--- config.mk ---
export PLATFORM = sky130hd
export DESIGN_NAME = addr_sequencer_flat
export DESIGN_NICKNAME = d
export VERILOG_FILES = /design/src/rtl/addr_seq_pkg.sv /design/src/rtl/addr_sequencer_if.sv /design/src/rtl/addr_src_mux.sv /design/src/rtl/addr_sequencer.sv /design/src/flat_wrapper.sv
export SDC_FILE = /design/constraint.sdc
export NUM_CORES = 1
export LEC_CHECK = 0
export BUFFER_PORTS_ARGS = -buffer_cell sky130_fd_sc_hd__buf_4
export CAP_MARGIN = 0
export CORE_ASPECT_RATIO = 2
export CORE_UTILIZATION = 45
export CTS_CLUSTER_DIAMETER = 40
export CTS_CLUSTER_SIZE = 12
export DETAILED_ROUTE_END_ITERATION = 7
export GPL_ROUTABILITY_DRIVEN = 0
export PLACE_DENSITY = 0.94
export SLEW_MARGIN = 0
export SYNTH_ARGS = -nofsm -noshare
export SYNTH_HDL_FRONTEND = slang
export SYNTH_SLANG_ARGS = --single-unit
--- constraint.sdc ---
create_clock -name clk -period 1.9 [get_ports clk]
set_input_delay 0.095 -clock clk [delete_from_list [all_inputs] [get_ports clk]]
set_output_delay 0.095 -clock clk [all_outputs]
set_load 0.005 [all_outputs]
--- src/rtl/addr_seq_pkg.sv ---
// Shared constants for the address sequencer: parameter defaults and FSM state encoding.
package addr_seq_pkg;
  localparam int ADDR_W_DEF  = 32;
  localparam int NUM_SRC_DEF = 4;
  localparam int BURST_W_DEF = 4;
  localparam int STRIDE_DEF  = 4;

  localparam logic [0:0] ST_IDLE  = 1'b0;
  localparam logic [0:0] ST_BURST = 1'b1;
endpackage

--- src/rtl/addr_sequencer_if.sv ---
// Memory-side beat handshake of the address sequencer.
interface addr_sequencer_if #(parameter int ADDR_W = 32);
  logic [ADDR_W-1:0] out_mem_address;
  logic [ADDR_W-1:0] out_inc_address;
  logic              out_valid;
  logic              out_ready;

  modport master (output out_mem_address, out_inc_address, out_valid, input out_ready);
  modport slave  (input out_mem_address, out_inc_address, out_valid, output out_ready);
endinterface

--- src/rtl/addr_src_mux.sv ---
// Picks one of NUM_SRC packed address buses; indices past the last source clamp to it.
module addr_src_mux #(
  parameter int ADDR_W  = 32,
  parameter int NUM_SRC = 4
) (
  input  logic [NUM_SRC*ADDR_W-1:0]  in_addr,
  input  logic [$clog2(NUM_SRC)-1:0] in_select,
  output logic [ADDR_W-1:0]          sel_addr
);
  // Default is the top source, so any unmatched index lands there.
  always_comb begin
    sel_addr = in_addr[(NUM_SRC-1)*ADDR_W +: ADDR_W];
    for (int k = 0; k < NUM_SRC - 1; k++)
      if (32'(in_select) == k) sel_addr = in_addr[k*ADDR_W +: ADDR_W];
  end
endmodule

--- src/rtl/addr_sequencer.sv ---
// Burst address sequencer: loads a source address, then walks it by STRIDE per accepted beat.
// Optional alignment check enabled by defining ADDR_SEQ_ALIGN_CHECK_EN.
module addr_sequencer
  import addr_seq_pkg::*;
#(
  parameter int ADDR_W  = ADDR_W_DEF,
  parameter int NUM_SRC = NUM_SRC_DEF,
  parameter int BURST_W = BURST_W_DEF,
  parameter int STRIDE  = STRIDE_DEF
) (
  input  logic                       clk,
  input  logic                       reset,
  input  logic [NUM_SRC*ADDR_W-1:0]  in_addr,
  input  logic [$clog2(NUM_SRC)-1:0] in_select,
  input  logic                       update_address,
  input  logic                       start_burst,
  input  logic [BURST_W-1:0]         burst_len,
  addr_sequencer_if.master           mem,
  output logic                       busy,
  output logic                       done,
  output logic                       misaligned
);
  logic [0:0]        state;
  logic [ADDR_W-1:0] addr;
  logic [ADDR_W-1:0] addr_inc;
  logic [ADDR_W-1:0] sel_addr;
  logic [BURST_W-1:0] cnt;
  logic              done_q;

  addr_src_mux #(.ADDR_W(ADDR_W), .NUM_SRC(NUM_SRC)) u_mux (
    .in_addr  (in_addr),
    .in_select(in_select),
    .sel_addr (sel_addr)
  );

  // Natural truncation gives the modulo-2^ADDR_W wrap.
  assign addr_inc            = addr + ADDR_W'(STRIDE);
  assign mem.out_mem_address = addr;
  assign mem.out_inc_address = addr_inc;
  assign mem.out_valid       = (state == ST_BURST);
  assign busy                = (state == ST_BURST);
  assign done                = done_q;

`ifdef ADDR_SEQ_ALIGN_CHECK_EN
  logic mis_q;
  logic sel_mis;
  assign sel_mis    = |(sel_addr & ADDR_W'(STRIDE - 1));
  assign misaligned = mis_q;
`else
  assign misaligned = 1'b0;
`endif

  always_ff @(posedge clk) begin
    if (reset) begin
      state  <= ST_IDLE;
      addr   <= '0;
      cnt    <= '0;
      done_q <= 1'b0;
`ifdef ADDR_SEQ_ALIGN_CHECK_EN
      mis_q  <= 1'b0;
`endif
    end else begin
      done_q <= 1'b0;
      case (state)
        ST_IDLE: begin
          if (start_burst && burst_len != '0) begin
            addr <= sel_addr;
`ifdef ADDR_SEQ_ALIGN_CHECK_EN
            mis_q <= sel_mis;
            // A misaligned start still loads the address but never launches.
            if (!sel_mis) begin
              cnt   <= burst_len;
              state <= ST_BURST;
            end
`else
            cnt   <= burst_len;
            state <= ST_BURST;
`endif
          end else if (update_address) begin
            addr <= sel_addr;
`ifdef ADDR_SEQ_ALIGN_CHECK_EN
            mis_q <= sel_mis;
`endif
          end
        end
        default: begin
          if (mem.out_ready) begin
            addr <= addr_inc;
            cnt  <= cnt - BURST_W'(1);
            if (cnt == BURST_W'(1)) begin
              state  <= ST_IDLE;
              done_q <= 1'b1;
            end
          end
        end
      endcase
    end
  end
endmodule

--- src/flat_wrapper.sv ---
// flat-port wrapper written by rule: the top's interface ports become plain ports
module addr_sequencer_flat import addr_seq_pkg::*;
#(
  parameter int ADDR_W  = ADDR_W_DEF,
  parameter int NUM_SRC = NUM_SRC_DEF,
  parameter int BURST_W = BURST_W_DEF,
  parameter int STRIDE  = STRIDE_DEF
)
  (clk, reset, in_addr, in_select, update_address, start_burst, burst_len, busy, done, misaligned, mem_out_mem_address, mem_out_inc_address, mem_out_valid, mem_out_ready);
  addr_sequencer_if #(.ADDR_W(ADDR_W)) mem_i ();
  input  logic clk;
  input  logic reset;
  input  logic [NUM_SRC*ADDR_W-1:0] in_addr;
  input  logic [$clog2(NUM_SRC)-1:0] in_select;
  input  logic update_address;
  input  logic start_burst;
  input  logic [BURST_W-1:0] burst_len;
  output logic busy;
  output logic done;
  output logic misaligned;
  output wire logic [$bits(mem_i.out_mem_address)-1:0] mem_out_mem_address;
  output wire logic [$bits(mem_i.out_inc_address)-1:0] mem_out_inc_address;
  output wire logic [$bits(mem_i.out_valid)-1:0] mem_out_valid;
  input wire logic [$bits(mem_i.out_ready)-1:0] mem_out_ready;
  assign mem_out_mem_address = mem_i.out_mem_address;
  assign mem_out_inc_address = mem_i.out_inc_address;
  assign mem_out_valid = mem_i.out_valid;
  assign mem_i.out_ready = mem_out_ready;
  addr_sequencer #(.ADDR_W(ADDR_W), .NUM_SRC(NUM_SRC), .BURST_W(BURST_W), .STRIDE(STRIDE)) u_core (.clk(clk), .reset(reset), .in_addr(in_addr), .in_select(in_select), .update_address(update_address), .start_burst(start_burst), .burst_len(burst_len), .mem(mem_i), .busy(busy), .done(done), .misaligned(misaligned));
endmodule
==> results of run 1 <==
[critical path: cells and delay by family, from the launching register on]
kind	cells	cell delay, ps
and+or+nand+nor	3	900
buffers and inverters	2	290
DFF	1	350
xor gates and xnor gates	1	140
[area by class of cell]
type,count,area (sq um),area share
clock buffers,7,142.6,0.02488
clock inverters,1,5.005,0.0008730
inverters,16,62.56,0.01091
multi-input cells,301,2621,0.4572
flip-flops and latches,38,783.3,0.1366
well taps,92,115.1,0.02008
repair buffers,263,2003,0.3494
[repair_timing]
item / CTS / global route
setup endpoints to repair: 19 / 33
endpoints found under the hold margin: 0 / 0
setup buffers: 15 / 6
resized for setup: 37 / 16
pin swaps: 16 / 14
cloned: 0 / 1
[synthesized netlist by cell type, drive strengths merged, types with 3 or more instances]
| cell type | number | area [sq um] |
|---|---|---|
| clkbuf | 13 | 48.80 |
| and3 | 6 | 37.54 |
| nand2b | 3 | 18.77 |
| a311oi | 4 | 35.03 |
| and2 | 8 | 50.05 |
| xor2 | 6 | 52.55 |
| a31oi | 5 | 31.28 |
| xnor2 | 23 | 209.0 |
| a2bb2oi | 3 | 26.28 |
| buf | 18 | 95.09 |
| ha | 3 | 37.54 |
| mux4 | 32 | 720.7 |
| or3 | 3 | 18.77 |
| nand3 | 12 | 60.06 |
| o21a | 7 | 52.55 |
| nand3b | 6 | 45.04 |
| dfxtp | 38 | 760.7 |
| o21ai | 18 | 90.08 |
| inv | 16 | 60.06 |
| nor2 | 26 | 100.1 |
| a21oi | 20 | 100.1 |
| o32ai | 7 | 61.31 |
| nand4 | 10 | 83.83 |
| a21o | 3 | 22.52 |
| o31a | 5 | 43.79 |
| nor3 | 9 | 50.05 |
| a211oi | 8 | 65.06 |
| nand2 | 41 | 153.9 |
| o211ai | 3 | 22.52 |
| mux2 | 3 | 33.78 |
[metrics by stage]
stage	util	cell area (sq um)
after floorplan	-	3451
after global placement	0.7162	5244
after detailed placement	0.7162	5244
after CTS	0.7666	5613
after global routing	0.7830	5733
final	0.7830	5733
[final timing paths]
| check | to | slack (ps) | depth (start not counted) | start |
|---|---|---|---|---|
| hold reg to reg | u_core.mem.out_mem_address[0]$_SDFFE_PP0P_ | 480 | 2 | u_core.mem.out_mem_address[0]$_SDFFE_PP0P_ |
| setup / recovery | mem_out_inc_address[30] | -170 | 6 | u_core.mem.out_mem_address[16]$_SDFFE_PP0P_ |
| hold / removal | u_core.cnt[3]$_SDFFE_PP0P_ | 210 | 4 | burst_len[3] |
| setup reg to reg | u_core.mem.out_mem_address[14]$_SDFFE_PP0P_ | -40 | 7 | u_core.mem.out_mem_address[3]$_SDFFE_PP0P_ |
[kinds of logic after synthesis]
kind of cell    synth area share
xor+xnor                 0.07578
compound gates            0.2001
flops                     0.2204
fa+ha+maj                0.01088
other cells             0.001087
buf+inv                  0.05910
mux                       0.2215
simple gates              0.2110
[report_power, final]
part	total [uW]	internal (uW)	switching, uW
Sequential	977	893	83.8
Combinational	1390	767	621
Clock	875	521	353
[routing by layer]
metal  global-route usage  part of all wire  vias up  wire [um]
li1                     -                 -     1931          -
met1               0.3539              0.30     2114       4446
met2               0.6402              0.52      435       7823
met3              0.06793              0.11      115       1609
met4               0.2166             0.071        0       1063
met5                    0                 0        -          0
[flip-flops by register name, indices dropped and copies added (netlist names)]
register / count
u_core.done: 1
u_core.cnt: 4
u_core.busy: 1
u_core.mem.out_mem_address: 32
==> summary.txt, run 1 <==
Setup TNS: -1035 ps
Worst slew pin tran: 677.9 ps
CP max FO: 4
Initial Utilization: 0.4713
Die Ht: 125.8 um
Yosys warns: 0
DR DRC count: 0
Final setup vio count: 18
Final ANT Viol Nets: 0
Sink Count: 38
Commonest cells after routing, fill and taps aside: 256 x buf_4, 40 x nand2_1, 32 x mux4_2
Async set-reset flop share out of synthesis: 0
CTS tree: built
Number of buffers created by CTS: 5
Largest net degree at the start of global routing: 36
Max VDD drop: 0.0004810 V
Min-delay worst type: in2reg
CP Data Arrival Time: 1980 ps
Pre-CTS setup slack: -6.042 ps
Htree depth: 2
Period minus WS final: 2074 ps
CP Cell Sequence: nand4_1 -> buf_6 -> nor4_4 -> and4b_1 -> xnor2_2 -> buf_4
Final-report max-slew violation count: 0
CP Launch Type: flip-flop
Final net count: 767
Vias: 4,595
Cts hold-fix bufs: 0
Final worst slack: -174.1 ps
Worst-skew pair later-pin latency: 290 ps
FP Rows: 44
Placed cells: 688
Setup CP Type: reg2out
Yosys cell types: 63
GR Overflow Total: 0
Share of layout cells above drive strength 1: 0.5703
Power density over the cells: 565.0 nW/um^2
Post-synthesis sequential area ratio: 0.2204
Drt total wl: 14,940 um
Total power: 3239 uW
Area Overhead vs Synth: 66.13%
IO Count: 207
Clock root buffer: clkbuf_16
Final Hold Fails: 0
Full die area: 8044 sq um
Final std cells w/o fill: 718
Commonest non-fill, non-tap cell in the layout: buf_4
Leakage: 0.002616 uW
Overall routing resource usage: 0.3511
Max Clock Freq: 482.1 MHz
DP HPWL: 10,380 um
Hold WS: 210.3 ps
Initial DRC Count: 474
Outcome: complete, but fails checks
Required time of the critical path: 1800 ps
Violated checks: negative setup slack
ANT cells: 0
Core area: 7322 sq um
Synth Net Count: 528
Cell Area, Synth: 3451 sq um
Die width: 63.92 um
Vias in the first global route: 4,530
Antenna violations before repair: 0
Clk buf depth: 2
Port Buffers: 205
Clock Skew: 6.100 ps
First-pass GRT wire length: 21,670 um
Vias per cell: 6.400
Max Cap Viol: 0
Clock slew at reported path FFs: 60 ps
Seq cells post-synth: 38
CP Capture Type: primary output
Number of synthesized flops with an enable pin: 0
WL per Instance: 20.81 um
Slew headroom: 0.5450
Syn avg cell area: 8.940 sq um
Predominant post-synthesis flop cell: dfxtp_1
CP max-delay cell: nor4_4
Fill cells: 451
Drt pass-1 iters: 7
Post-Syn Instances: 386
Unrepaired setup endpoints after global routing: yes
CP peak stage delay: 430 ps
Period utilisation layout: 1.092
Power figures use the tool's default switching activity.
==> run 2, diff against run 1 <==
CORE_MARGIN = 3   (was not set)
PLACE_DENSITY = 0.92   (was 0.94)
SYNTH_HIERARCHICAL = 1   (was not set)
==> summary.txt, run 2 <==
Clk buf depth: 2
Combined area of the multi-input logic cells: 2779 sq um
Final ANT Viol Nets: 0
Die width: 69.86 um
Commonest cells after routing, fill and taps aside: 272 x buf_4, 32 x nor2_1, 32 x a21oi_1
Overall routing resource usage: 0.3202
Core area: 7943 sq um
Post-synthesis sequential area ratio: 0.2073
GR Overflow Total: 0
Clock slew at reported path FFs: 60 ps
Final setup vio count: 15
Setup CP Type: reg2out
Yosys cell types: 69
Final worst slack: -138.7 ps
Number of synthesized flops with an enable pin: 0
Final Hold Fails: 0
ANT cells: 0
First-pass GRT wire length: 23,830 um
CP peak stage delay: 370 ps
Syn avg cell area: 8.907 sq um
Worst Path Buf+Inv: 1
Clock root buffer: clkbuf_16
Async set-reset flop share out of synthesis: 0
Initial Utilization: 0.4620
CP Capture Type: primary output
Reg2reg start: u_core/mem.out_mem_address[14]$_SDFFE_PP0P_
Synth top area share: 0.2073
Delay-heaviest family, CP: simple AND/OR/NAND/NOR gates
Total power: 3353 uW
Number of buffers created by CTS: 5
CP Data Arrival Time: 1940 ps
Drt pass-1 iters: 8
Worst R2R End: u_core/mem.out_mem_address[19]$_SDFFE_PP0P_
Drt total wl: 16,610 um
Critical path origin: u_core/mem.out_mem_address[3]$_SDFFE_PP0P_
Period minus WS final: 2039 ps
Clock Skew: 8.096 ps
Fill cells: 530
Worst-skew pair later-pin latency: 290 ps
Seq. cell area: 794.5 sq um
Required time of the critical path: 1800 ps
Count leader, synth: dfxtp_1
Cell Area, Synth: 3670 sq um
Vias in the first global route: 4,761
Die Ht: 133.7 um
Htree depth: 2
Yosys warns: 6
Final net count: 801
Period utilisation layout: 1.073
WP depth: 6
Outcome: complete, but fails checks
R2R cell count: 8
Max VDD drop: 0.0005953 V
Final-report max-slew violation count: 0
CP max-delay cell: dfxtp_4
Post-Syn Instances: 412
CP endpoint: mem_out_inc_address[28]
Unrepaired setup endpoints after global routing: yes
Port Buffers: 205
Seq cells post-synth: 38
Synth Net Count: 554
Predominant post-synthesis flop cell: dfxtp_1
FP Rows: 46
Vias: 4,836
Power density over the cells: 557.9 nW/um^2
Leakage: 0.002733 uW
DR DRC count: 0
Max Clock Freq: 490.5 MHz
IO Count: 207
Min-delay worst type: in2reg
Sink Count: 38
WL per Instance: 21.97 um
Slew headroom: 0.6753
Area contributors post-synth: dfxtp_1 21%, mux4_2 18%, a21oi_1 4.4%
CP Cell Sequence: ha_4 -> nand4_1 -> nor4_2 -> nand3_1 -> xnor2_1 -> buf_4
CTS tree: built
Max Cap Viol: 0
Area Overhead vs Synth: 63.79%
Vias per cell: 6.397
Initial DRC Count: 674
Largest net degree at the start of global routing: 43
Worst slew pin tran: 480.8 ps
Synth top cells by count: 38 x dfxtp_1, 35 x nor2_1, 32 x a21oi_1, 31 x nand2_1, 30 x mux4_2
Violated checks: negative setup slack
Commonest non-fill, non-tap cell in the layout: buf_4
Full die area: 9340 sq um
CP max FO: 4
Share of layout cells above drive strength 1: 0.5727
R2R setup slack: -80 ps
Antenna violations before repair: 0
Final core occ: 0.7568
Max FFs per register: 32
Synth area leader: dfxtp_1
CP Launch Type: flip-flop
DP HPWL: 11,880 um
[run 2: cell types whose count changed after synthesis, moves of 5 or more]
cell and delta:
o21ai_0 +7, nor3_1 +7, inv_1 -7, clkbuf_8 +5
a211oi_1 -5, nand2_1 -10, nor2b_1 +6, nor2_1 +10
a21oi_1 +12, o32ai_1 -5, mux2i_1 +6, xnor2_1 -5
xor2_1 +5, a22oi_1 +6
[run 2: power by group]
group          internal (uW)  total (uW)  switching [uW]
Sequential               888         983            95.0
Combinational            765        1390             624
Clock                    615         982             366
Total                   2270        3350            1090
[run 2: routing by layer]
layer / GRT usage / up-vias / wire (um)
li1: - / 2054 / -
met1: 0.3330 / 2242 / 5365
met2: 0.5648 / 413 / 8499
met3: 0.07402 / 127 / 1459
met4: 0.2058 / 0 / 1287
met5: 0 / - / 0
[run 2: cells by family after synthesis]
kind of cell,Yosys count,synth area share
flip-flops,38,0.2073
multiplexers,39,0.2175
buffers and inverters,47,0.08831
AND/OR/NAND/NOR,155,0.2356
XOR/XNOR,28,0.06682
other,1,0.001022
adder cells (fa/ha/maj),3,0.01023
AO/OA/AOI/OAI,101,0.1732
[run 2: repair_timing]
item,CTS,global route
cloned,0,0
setup endpoints to repair,18,19
gates resized for setup,46,26
pin swaps,17,15
buffers inserted,10,13
hold buffers,0,0
[run 2: worst min path at each step]
stage | start | end | slack [ps] | depth (start not counted)
after detailed placement | burst_len[0] | u_core/cnt[0]$_SDFFE_PP0P_ | 400 | 3
after floorplan | burst_len[0] | u_core/cnt[0]$_SDFFE_PP0P_ | 250 | 2
after global routing | burst_len[0] | u_core/cnt[0]$_SDFFE_PP0P_ | 130 | 3
after global placement | burst_len[0] | u_core/cnt[0]$_SDFFE_PP0P_ | 360 | 3
after CTS | burst_len[0] | u_core/cnt[0]$_SDFFE_PP0P_ | 100 | 3
final | burst_len[0] | u_core/cnt[0]$_SDFFE_PP0P_ | 110 | 3
[run 2: layout make-up]
class / count / area share
multi-input combinational: 327 / 0.4623
timing repair buffer: 278 / 0.3524
sequential: 38 / 0.1322
clock buffer: 5 / 0.02082
tap: 96 / 0.01998
clock inverter: 3 / 0.006661
inverter: 9 / 0.005620
[run 2: stage by stage]
step	setup TNS [ps]	area (sq um)	setup slack (ps)	std cells	hold WS, ps
finish	-853.2	6011	-138.7	756	112.9
detailed placement	0	5426	27.54	725	399.0
CTS	-67.84	5827	-17.16	743	98.41
floorplan	0	3670	2.371	412	253.3
global placement	0	5426	83.06	725	364.1
global route	-1585	6011	-183.9	756	127.0
[run 2: worst min-delay path, cell delays in order]
cell	delay, ps
buf_4	90
a31oi_1	90
nor2_1	90
